### config.mk
export PLATFORM = sky130hd
export DESIGN_NAME = mbist_controller
export DESIGN_NICKNAME = d
export VERILOG_FILES = /design/src/rtl/mbist_controller_pkg.sv /design/src/rtl/mbist_addr_gen.sv /design/src/rtl/mbist_controller.sv
export SDC_FILE = /design/constraint.sdc
export NUM_CORES = 1
export LEC_CHECK = 0
export BUFFER_PORTS_ARGS = -buffer_cell sky130_fd_sc_hd__buf_4
export CAP_MARGIN = 20
export CORE_MARGIN = 1.5
export CORE_UTILIZATION = 30
export CTS_CLUSTER_DIAMETER = 30
export CTS_CLUSTER_SIZE = 28
export DETAILED_ROUTE_END_ITERATION = 8
export GPL_ROUTABILITY_DRIVEN = 0
export GPL_TIMING_DRIVEN = 0
export PLACE_DENSITY = 0.58
export SYNTH_ARGS = -nofsm -noshare
export SYNTH_HDL_FRONTEND = slang
export SYNTH_SLANG_ARGS = --single-unit
export TNS_END_PERCENT = 30
### constraint.sdc
create_clock -name clk -period 4.64 [get_ports clk]
set_input_delay 0 -clock clk [delete_from_list [all_inputs] [get_ports clk]]
set_output_delay 0 -clock clk [all_outputs]
set_load 0.05 [all_outputs]
### src/rtl/mbist_controller_pkg.sv
// Shared encodings for the March C- engine: FSM states, op phases and the
// per-element direction / operation / background table.
package mbist_controller_pkg;

  localparam int FCNT_W = 8;

  localparam logic [3:0] S_IDLE  = 4'd0;
  localparam logic [3:0] S_M0    = 4'd1;
  localparam logic [3:0] S_M5    = 4'd6;
  localparam logic [3:0] S_FLUSH = 4'd7;
  localparam logic [3:0] S_DONE  = 4'd8;

  localparam logic PH_RD = 1'b0;
  localparam logic PH_WR = 1'b1;

  typedef struct packed {
    logic up;
    logic has_rd;
    logic has_wr;
    logic rd_bg;
    logic wr_bg;
  } elem_t;

  // M0 up(w0); M1 up(r0,w1); M2 up(r1,w0); M3 dn(r0,w1); M4 dn(r1,w0); M5 dn(r0)
  function automatic elem_t elem_info(input logic [2:0] e);
    case (e)
      3'd0:    elem_info = '{up: 1'b1, has_rd: 1'b0, has_wr: 1'b1, rd_bg: 1'b0, wr_bg: 1'b0};
      3'd1:    elem_info = '{up: 1'b1, has_rd: 1'b1, has_wr: 1'b1, rd_bg: 1'b0, wr_bg: 1'b1};
      3'd2:    elem_info = '{up: 1'b1, has_rd: 1'b1, has_wr: 1'b1, rd_bg: 1'b1, wr_bg: 1'b0};
      3'd3:    elem_info = '{up: 1'b0, has_rd: 1'b1, has_wr: 1'b1, rd_bg: 1'b0, wr_bg: 1'b1};
      3'd4:    elem_info = '{up: 1'b0, has_rd: 1'b1, has_wr: 1'b1, rd_bg: 1'b1, wr_bg: 1'b0};
      3'd5:    elem_info = '{up: 1'b0, has_rd: 1'b1, has_wr: 1'b0, rd_bg: 1'b0, wr_bg: 1'b0};
      default: elem_info = '0;
    endcase
  endfunction

endpackage

### src/rtl/mbist_addr_gen.sv
// Loadable up/down address counter. Direction is latched on clr so is_last
// depends only on registered state.
module mbist_addr_gen #(
  parameter int AW = 4
) (
  input  logic          clk,
  input  logic          rst,
  input  logic          clr,
  input  logic          inc,
  input  logic          dir,
  output logic [AW-1:0] addr,
  output logic          is_last
);

  logic up_q;

  always_ff @(posedge clk) begin
    if (rst) begin
      addr <= '0;
      up_q <= 1'b1;
    end else if (clr) begin
      addr <= dir ? '0 : '1;
      up_q <= dir;
    end else if (inc) begin
      addr <= up_q ? AW'(addr + 1'b1) : AW'(addr - 1'b1);
    end
  end

  assign is_last = up_q ? (addr == '1) : (addr == '0);

endmodule

### src/rtl/mbist_controller.sv
// March C- MBIST engine: walks six march elements over the array, compares
// reads one cycle later and records first-failure info plus a fail count.
module mbist_controller
  import mbist_controller_pkg::*;
#(
  parameter int addr         = 4,
  parameter int data         = 8,
  parameter int STOP_ON_FAIL = 0
) (
  input  logic              clk,
  input  logic              rst,
  input  logic              start,
  input  logic [data-1:0]   mem_dout,
  output logic              test_mode,
  output logic              mbist_rd,
  output logic              mbist_wr,
  output logic [addr-1:0]   mbist_addr,
  output logic [data-1:0]   mbist_din,
  output logic              busy,
  output logic              done,
  output logic              fail,
  output logic [addr-1:0]   fail_addr,
  output logic [data-1:0]   fail_data,
  output logic [FCNT_W-1:0] fail_cnt
);

  logic [3:0]      state_q, state_d;
  logic            ph_q, ph_d;
  logic [2:0]      e_idx, e_nxt;
  logic            in_op, start_ok, mismatch, halt, op_en, rd_op, wr_op;
  logic            ag_clr, ag_inc, ag_dir, ag_last;
  logic [addr-1:0] ag_addr, chk_addr_q;
  logic            chk_q;
  logic [data-1:0] exp_q;
  logic            last_ph;

  mbist_addr_gen #(.AW(addr)) u_addr_gen (
    .clk     (clk),
    .rst     (rst),
    .clr     (ag_clr),
    .inc     (ag_inc),
    .dir     (ag_dir),
    .addr    (ag_addr),
    .is_last (ag_last)
  );

  assign e_idx    = 3'(state_q - S_M0);
  assign e_nxt    = 3'(e_idx + 3'd1);
  assign in_op    = (state_q >= S_M0) && (state_q <= S_M5);
  assign start_ok = start && ((state_q == S_IDLE) || (state_q == S_DONE));
  assign mismatch = chk_q && (mem_dout != exp_q);
  // Stop-on-fail suppresses the op in the very cycle the miscompare is seen.
  assign halt     = (STOP_ON_FAIL != 0) && mismatch;
  assign op_en    = in_op && !halt;
  assign rd_op    = op_en && (ph_q == PH_RD);
  assign wr_op    = op_en && (ph_q == PH_WR);
  assign last_ph  = elem_info(e_idx).has_wr ? PH_WR : PH_RD;

  assign mbist_rd   = rd_op;
  assign mbist_wr   = wr_op;
  assign mbist_addr = op_en ? ag_addr : '0;
  assign mbist_din  = wr_op ? {data{elem_info(e_idx).wr_bg}} : '0;
  assign busy       = in_op || (state_q == S_FLUSH);
  assign test_mode  = busy;
  assign done       = (state_q == S_DONE);

  always_comb begin
    state_d = state_q;
    ph_d    = ph_q;
    ag_clr  = 1'b0;
    ag_inc  = 1'b0;
    ag_dir  = 1'b1;
    if (start_ok) begin
      state_d = S_M0;
      ph_d    = PH_WR;
      ag_clr  = 1'b1;
    end else if (in_op) begin
      if (halt) begin
        state_d = S_DONE;
      end else if (ph_q != last_ph) begin
        ph_d = PH_WR;
      end else if (!ag_last) begin
        ag_inc = 1'b1;
        ph_d   = elem_info(e_idx).has_rd ? PH_RD : PH_WR;
      end else if (state_q == S_M5) begin
        state_d = S_FLUSH;
      end else begin
        state_d = 4'(state_q + 4'd1);
        ag_clr  = 1'b1;
        ag_dir  = elem_info(e_nxt).up;
        ph_d    = elem_info(e_nxt).has_rd ? PH_RD : PH_WR;
      end
    end else if (state_q == S_FLUSH) begin
      state_d = S_DONE;
    end
  end

  always_ff @(posedge clk) begin
    if (rst) begin
      state_q    <= S_IDLE;
      ph_q       <= PH_WR;
      chk_q      <= 1'b0;
      exp_q      <= '0;
      chk_addr_q <= '0;
      fail       <= 1'b0;
      fail_addr  <= '0;
      fail_data  <= '0;
      fail_cnt   <= '0;
    end else begin
      state_q    <= state_d;
      ph_q       <= ph_d;
      chk_q      <= rd_op;
      exp_q      <= {data{elem_info(e_idx).rd_bg}};
      chk_addr_q <= ag_addr;
      if (start_ok) begin
        fail      <= 1'b0;
        fail_addr <= '0;
        fail_data <= '0;
        fail_cnt  <= '0;
      end else if (mismatch) begin
        fail <= 1'b1;
        if (!fail) begin
          fail_addr <= chk_addr_q;
          fail_data <= mem_dout;
        end
        if (fail_cnt != '1) fail_cnt <= fail_cnt + 1'b1;
      end
    end
  end

endmodule
## Yosys cells after proc, flatten, opt, wreduce, memory -nomap -nowiden

Cells that the tools add are included.
W data, S select, Z words.

- $add $sub $neg: 6
- $lt $le $gt $ge: 2
- Eq/ne operators: 22
- Muxes and demuxes: 44
- Bitwise operators: 2
- Reduce and logical (&&, ||, !) cells: 20

Operators with widths:

| cell | number |
|---|---|
| $mux W4 | 19 |
| $pmux W5 S6 | 1 |
| $pmux W4 S6 | 1 |
| $mux W1 | 22 |
| $eq A3 B2 Y1 const B | 4 |
| $eq A3 B3 Y1 const B | 4 |
| $add A4 B1 Y4 const B | 2 |
| $add A8 B1 Y8 const B | 1 |
| $eq A4 B3 Y1 const B | 2 |
| $eq A4 B4 Y1 const B | 2 |
| $logic_not A4 Y1 | 2 |
| $mux W8 | 1 |
| $ne A8 B8 Y1 | 1 |
| $ne A8 B8 Y1 const B | 1 |
| $eq A3 B1 Y1 const B | 2 |
| $logic_not A3 Y1 | 2 |
| $ne A3 B3 Y1 const B | 2 |
| $reduce_and A2 Y1 | 3 |
| $reduce_and A3 Y1 | 2 |
| $logic_and A1 B1 Y1 | 5 |
| $ge A4 B1 Y1 const B | 1 |
| $le A4 B3 Y1 const B | 1 |
| $reduce_bool A2 Y1 | 2 |
| $sub A4 B1 Y4 const B | 1 |
| other kinds (10) | 12 |

- Register bits after elaboration: 37
- Input bits: 11

## Depth between registers and ports, before layout

- Depth after elaboration: 13
- Depth in mapped cells: 10
- Gate-level depth less buffers: 10

## Hierarchy

From an unflattened synthesis, not the netlist that was laid out.

- Cells, all modules: 240
- Area, all modules: 2,058.2 sq um

Modules (own cells, without submodules):

| module | instances | cells each | area an instance (sq um) | seq. area each (sq um) |
|---|---|---|---|---|
| mbist_controller | 1 | 206 | 1,737.9 | 640.6 |
| mbist_addr_gen | 1 | 34 | 320.3 | 100.1 |

## Least setup slack after synthesis

Ideal clock, no wire load.

- Path kind: register to output
- Start: reg state_q[1]
- End: out mbist_din[1]
- Arrival time: 3.442 ns
- Slack: 1.198 ns
- Cell stages (with the launch flop): 9
- Buffers on the path: 2
- Path through: dfxtp_1 inv_1 ha_1 nor3b_1 a311oi_2 clkbuf_1 and2_1 nor2b_1 buf_4

- Longest elaborated chain between the ends: 4
- Elaborated cells between the ends (all ways): 13
- Classes of those cells: add/sub: 1; order compare: 2; eq/ne: 5; mux: 2; reduce/logical: 3

Ends and longest elaborated chain:

| item | RTL line | source |
|---|---|---|
| start: declaration | mbist_controller.sv:27 | `logic [3:0] state_q, state_d;` |
| start signal: assignment | mbist_controller.sv:110 | `state_q <= state_d;` |
| $ge A4 B1 Y1 or $le A4 B3 Y1 (tied branches) | mbist_controller.sv:49 | `assign in_op = (state_q >= S_M0) && (state_q <= S_M5);` |
| $logic_and A1 B1 Y1 * | mbist_controller.sv:49 |  |
| $logic_and A1 B1 Y1 * | mbist_controller.sv:56 | `assign wr_op = op_en && (ph_q == PH_WR);` |
| named net mbist_wr | mbist_controller.sv:16 | `output logic mbist_wr,` |
| $mux W8 * | mbist_controller.sv:62 | `assign mbist_din = wr_op ? {data{elem_info(e_idx).wr_bg}} : '0;` |
| end: declaration | mbist_controller.sv:18 | `output logic [data-1:0] mbist_din,` |

Mark *: on every way through the listed nets, which the timed path passes. The rest lies on a longest branch.

## Final worst setup path

- Start: reg state_q[1]
- End: out mbist_din[7]

- Longest elaborated chain between the ends: 4
- Elaborated cells between the ends (all ways): 13
- Classes of those cells: add/sub: 1; order compare: 2; eq/ne: 5; mux: 2; reduce/logical: 3

Ends and longest elaborated chain:

| item | RTL line | source |
|---|---|---|
| $sub A3 B1 Y3, or another cell as far along | mbist_controller.sv:47 | `assign e_idx = 3'(state_q - S_M0);` |
| $eq A3 B3 Y1, or another cell as far along | mbist_controller_pkg.sv:26 | `case (e)` |
| $pmux W4 S6 or $logic_and A1 B1 Y1 (tied branches) | -- |  |
| $mux W8 * | mbist_controller.sv:62 |  |

Every way passes the cells marked *; elsewhere a longest branch is shown, timed or not.

==> metrics.txt <==
status finished clean; deepest clock path buffer count 2; Routed WL per cell 12.34 um; top layer reached by signal wires met4; Psw ~0.00021 W; count of final setup violators 0; antenna fix cells 0; Starting Density 30.74%; Worst IR Drop VDD approximately 0.16 mV; Vias per Instance between 4 and 5; Hold Vio Cnt, Final 0; R2R depth 10; Lkg Pwr around 1.2 nW; WL met1 approximately 2300 um; unrepaired setup endpoints after global routing false; Initial DRC Count between 60 and 70; worst skew pair latency approximately 0.29 ns; Worst Path Buf+Inv 4; fill cell count 696; r2r setup slk a little over 2 ns; Routed WL around 4600 um; Tot GR Track Use 13.48%; CP top delay family buffers and inverters; HPWL after DPL 3478 um; pwr dens around 280 nW/um^2; flops & latches, synth 37; Min-Delay Path Class in2reg; Pwr Total roughly 0.00075 W; hold path depth 3; routed wl met3 239 um; most frequent cells in the layout 56 x buf_4, 37 x dfxtp_1, 28 x nor2_1; Tcrit/Tclk final 68.71%; leading cell type in the layout, fill and taps excluded buf_4; Slew HR about three fifths; Worst Hold Launch rst; Worst Tran Pin Value between 0.5 and 0.6 ns; CTS buffer count 5; Synth Net Count roughly 250; fraction of registers with async set/reset 0%; num rows 30; ratio of cells with drive above 1 in the final layout between 20% and 30%; WS Path Type reg2out; initial antenna violation count 0; P_int around 0.00054 W; Avg Cell Area, Syn roughly 9.1 um^2; crit path DAT around 3.2 ns; Final min period between 3 and 4 ns; H-tree levels 2; I/O pin count 49; die area ~7400 um^2; CP max-delay cell dfxtp_1; vias in the first global route 1731; CTS tree yes; met2 routed WL between 2000 and 2500 um; Ys Warns 0; Comb pwr share between 15 and 20%; launch point of the worst reg-to-reg path state_q[1]$_SDFFE_PP0P_; area of the mapped netlist around 2100 um^2; cts repair resizes 0; clock transition at the registers of the reported paths 0.08 ns; Routed Antenna Nets 0; critical-path maximum fanout 10; setup TNS 0 ns; synth unique cells 54; Die W 86.21 um; Post-Syn Instances around 230; Layout Area Growth over Synthesis 31.57%; first-pass GRT wire length around 8000 um; vias 1796; critical path, cell by cell inv_1, ha_1, nor3b_1, a311oi_2, clkbuf_1, and2_1, nor2b_1, buf_4, buf_4; clock power share 37.6%; Slew Viols, Final 0; die span in y roughly 86 um; CTS Sinks 37; cell mode on critical path buf_4; WHS Endpoint chk_addr_q[1]$_SDFF_PP0_; Root Driver clkbuf_8; fmax around 310 MHz; DR pass1 iterations 4; Post-synth EDFFs 0; largest net degree at the start of global routing 14; max-cap viol count 0; final worst clock skew between 0.007 and 0.008 ns; hold slack roughly 0.19 ns; Final nets 315; worst endpoint required time 4.64 ns; Congestion Overflow GR 0; buffers inserted during post-CTS setup optimization 0; Setup crit start kind flip-flop; Reg-to-Reg End ph_q$_SDFFE_PP1P_; critical path's largest stage delay between 0.4 and 0.5 ns; number of port buffers 48; Post-synth top flop dfxtp_1; Net Sw Frac 27.99%; post-synthesis sequential area ratio roughly 36%; area of the core 6756 um^2; Post-route DRC 0; Reg power frac 44.7%; Crit. End Element output port
synth_stat cells, types with 3 or more instances:
cell type / number / area share (%)
nand2_1: 16 / 2.9
nor2b_1: 7 / 2.1
o21ai_0: 8 / 1.9
and2_1: 5 / 1.5
nand3_1: 7 / 1.7
mux2i_1: 14 / 6.7
clkbuf_1: 5 / 0.90
inv_1: 9 / 1.6
a21oi_1: 7 / 1.7
nor2_1: 28 / 5.1
ha_1: 13 / 7.8
dfxtp_1: 37 / 36
buf_4: 8 / 2.9
a221oi_1: 3 / 1.3
xnor2_1: 4 / 1.7
nand4_1: 3 / 0.90
nand2b_1: 7 / 2.1
metrics by stage:
stage | setup slack (ns) | util [%] | instance area [um^2] | cells
finish | 1.452 | 40.44 | 2733 | 371
global route | 1.161 | 40.44 | 2733 | 371
CTS | 1.417 | 40.44 | 2733 | 371
detailed placement | 1.769 | 37.56 | 2537 | 355
global placement | 1.787 | 37.56 | 2537 | 355
floorplan | 1.198 | - | 2077 | 227
final cells by class:
type | count | area (um^2) | area share [%]
Buffer | 14 | 90.09 | 3.297
Inverter | 9 | 33.78 | 1.236
Clock buffer | 5 | 68.82 | 2.518
Clock inverter | 3 | 46.29 | 1.694
Timing Repair Buffer | 56 | 440.4 | 16.12
Tap cell | 80 | 100.1 | 3.663
Multi-Input combinational cell | 167 | 1212 | 44.37
Sequential cell | 37 | 740.7 | 27.11
power by group through the flow:
stage / Combinational [W] / Sequential [W] / Clock (W)
2_1_floorplan: 0.0000901 / 0.000344 / 0
3_3_place_gp: 0.000128 / 0.000344 / 0
3_5_place_dp: 0.000128 / 0.000344 / 0
4_1_cts: 0.000134 / 0.000336 / 0.000291
5_1_grt: 0.000146 / 0.000338 / 0.000306
6_report: 0.000133 / 0.000336 / 0.000282
worst reg2reg max path, cell delays in order (launching register included):
cell and delay [ns]:
dfxtp_1 0.46, inv_1 0.16, ha_1 0.28, ha_1 0.36, inv_1 0.07, ha_1 0.33, or3b_2 0.45, o21ai_0 0.09
nand4b_1 0.11, o211ai_1 0.11, a221o_1 0.15
registers in the layout, indices dropped and copies added, names as in the netlist:
name             flops
chk_addr_q           4
exp_q                1
u_addr_gen.up_q      1
ph_q                 1
chk_q                1
fail_cnt             8
state_q              4
fail_data            8
fail_addr            4
fail                 1
u_addr_gen.addr      4
kinds of logic (layout without fill, tap and decap cells):
logic type	after synthesis	in the layout	share of synthesized area (%)
fa+ha+maj	14	14	8.795
flops	37	37	35.66
xor+xnor	5	5	2.108
buf+inv	23	87	5.964
compound gates	40	40	15.66
simple gates	92	92	23.68
mux	16	16	8.132
metal layers:
layer	track usage, %	vias up
met5	0	-
met4	5.279	0
met3	3.429	5
met2	21.05	40
met1	17.89	824
li1	-	927
worst max path at each step:
stage / startpoint / to / slack (ns) / cells past startpoint
floorplan: state_q[1]$_SDFFE_PP0P_ / mbist_din[1] / 1.20 / 8
CTS: state_q[1]$_SDFFE_PP0P_ / mbist_din[7] / 1.42 / 9
global placement: state_q[1]$_SDFFE_PP0P_ / mbist_din[4] / 1.79 / 9
finish: state_q[1]$_SDFFE_PP0P_ / mbist_din[7] / 1.45 / 9
detailed placement: state_q[1]$_SDFFE_PP0P_ / mbist_din[7] / 1.77 / 9
global route: state_q[0]$_SDFFE_PP0P_ / mbist_din[7] / 1.16 / 9
timing repair:
action                                  4_1_cts  5_1_grt
endpoints found under the setup margin        0        0
hold endpoints to repair                      8        0
hold buffers                                  8        0
(Power assumes the default switching activity.)
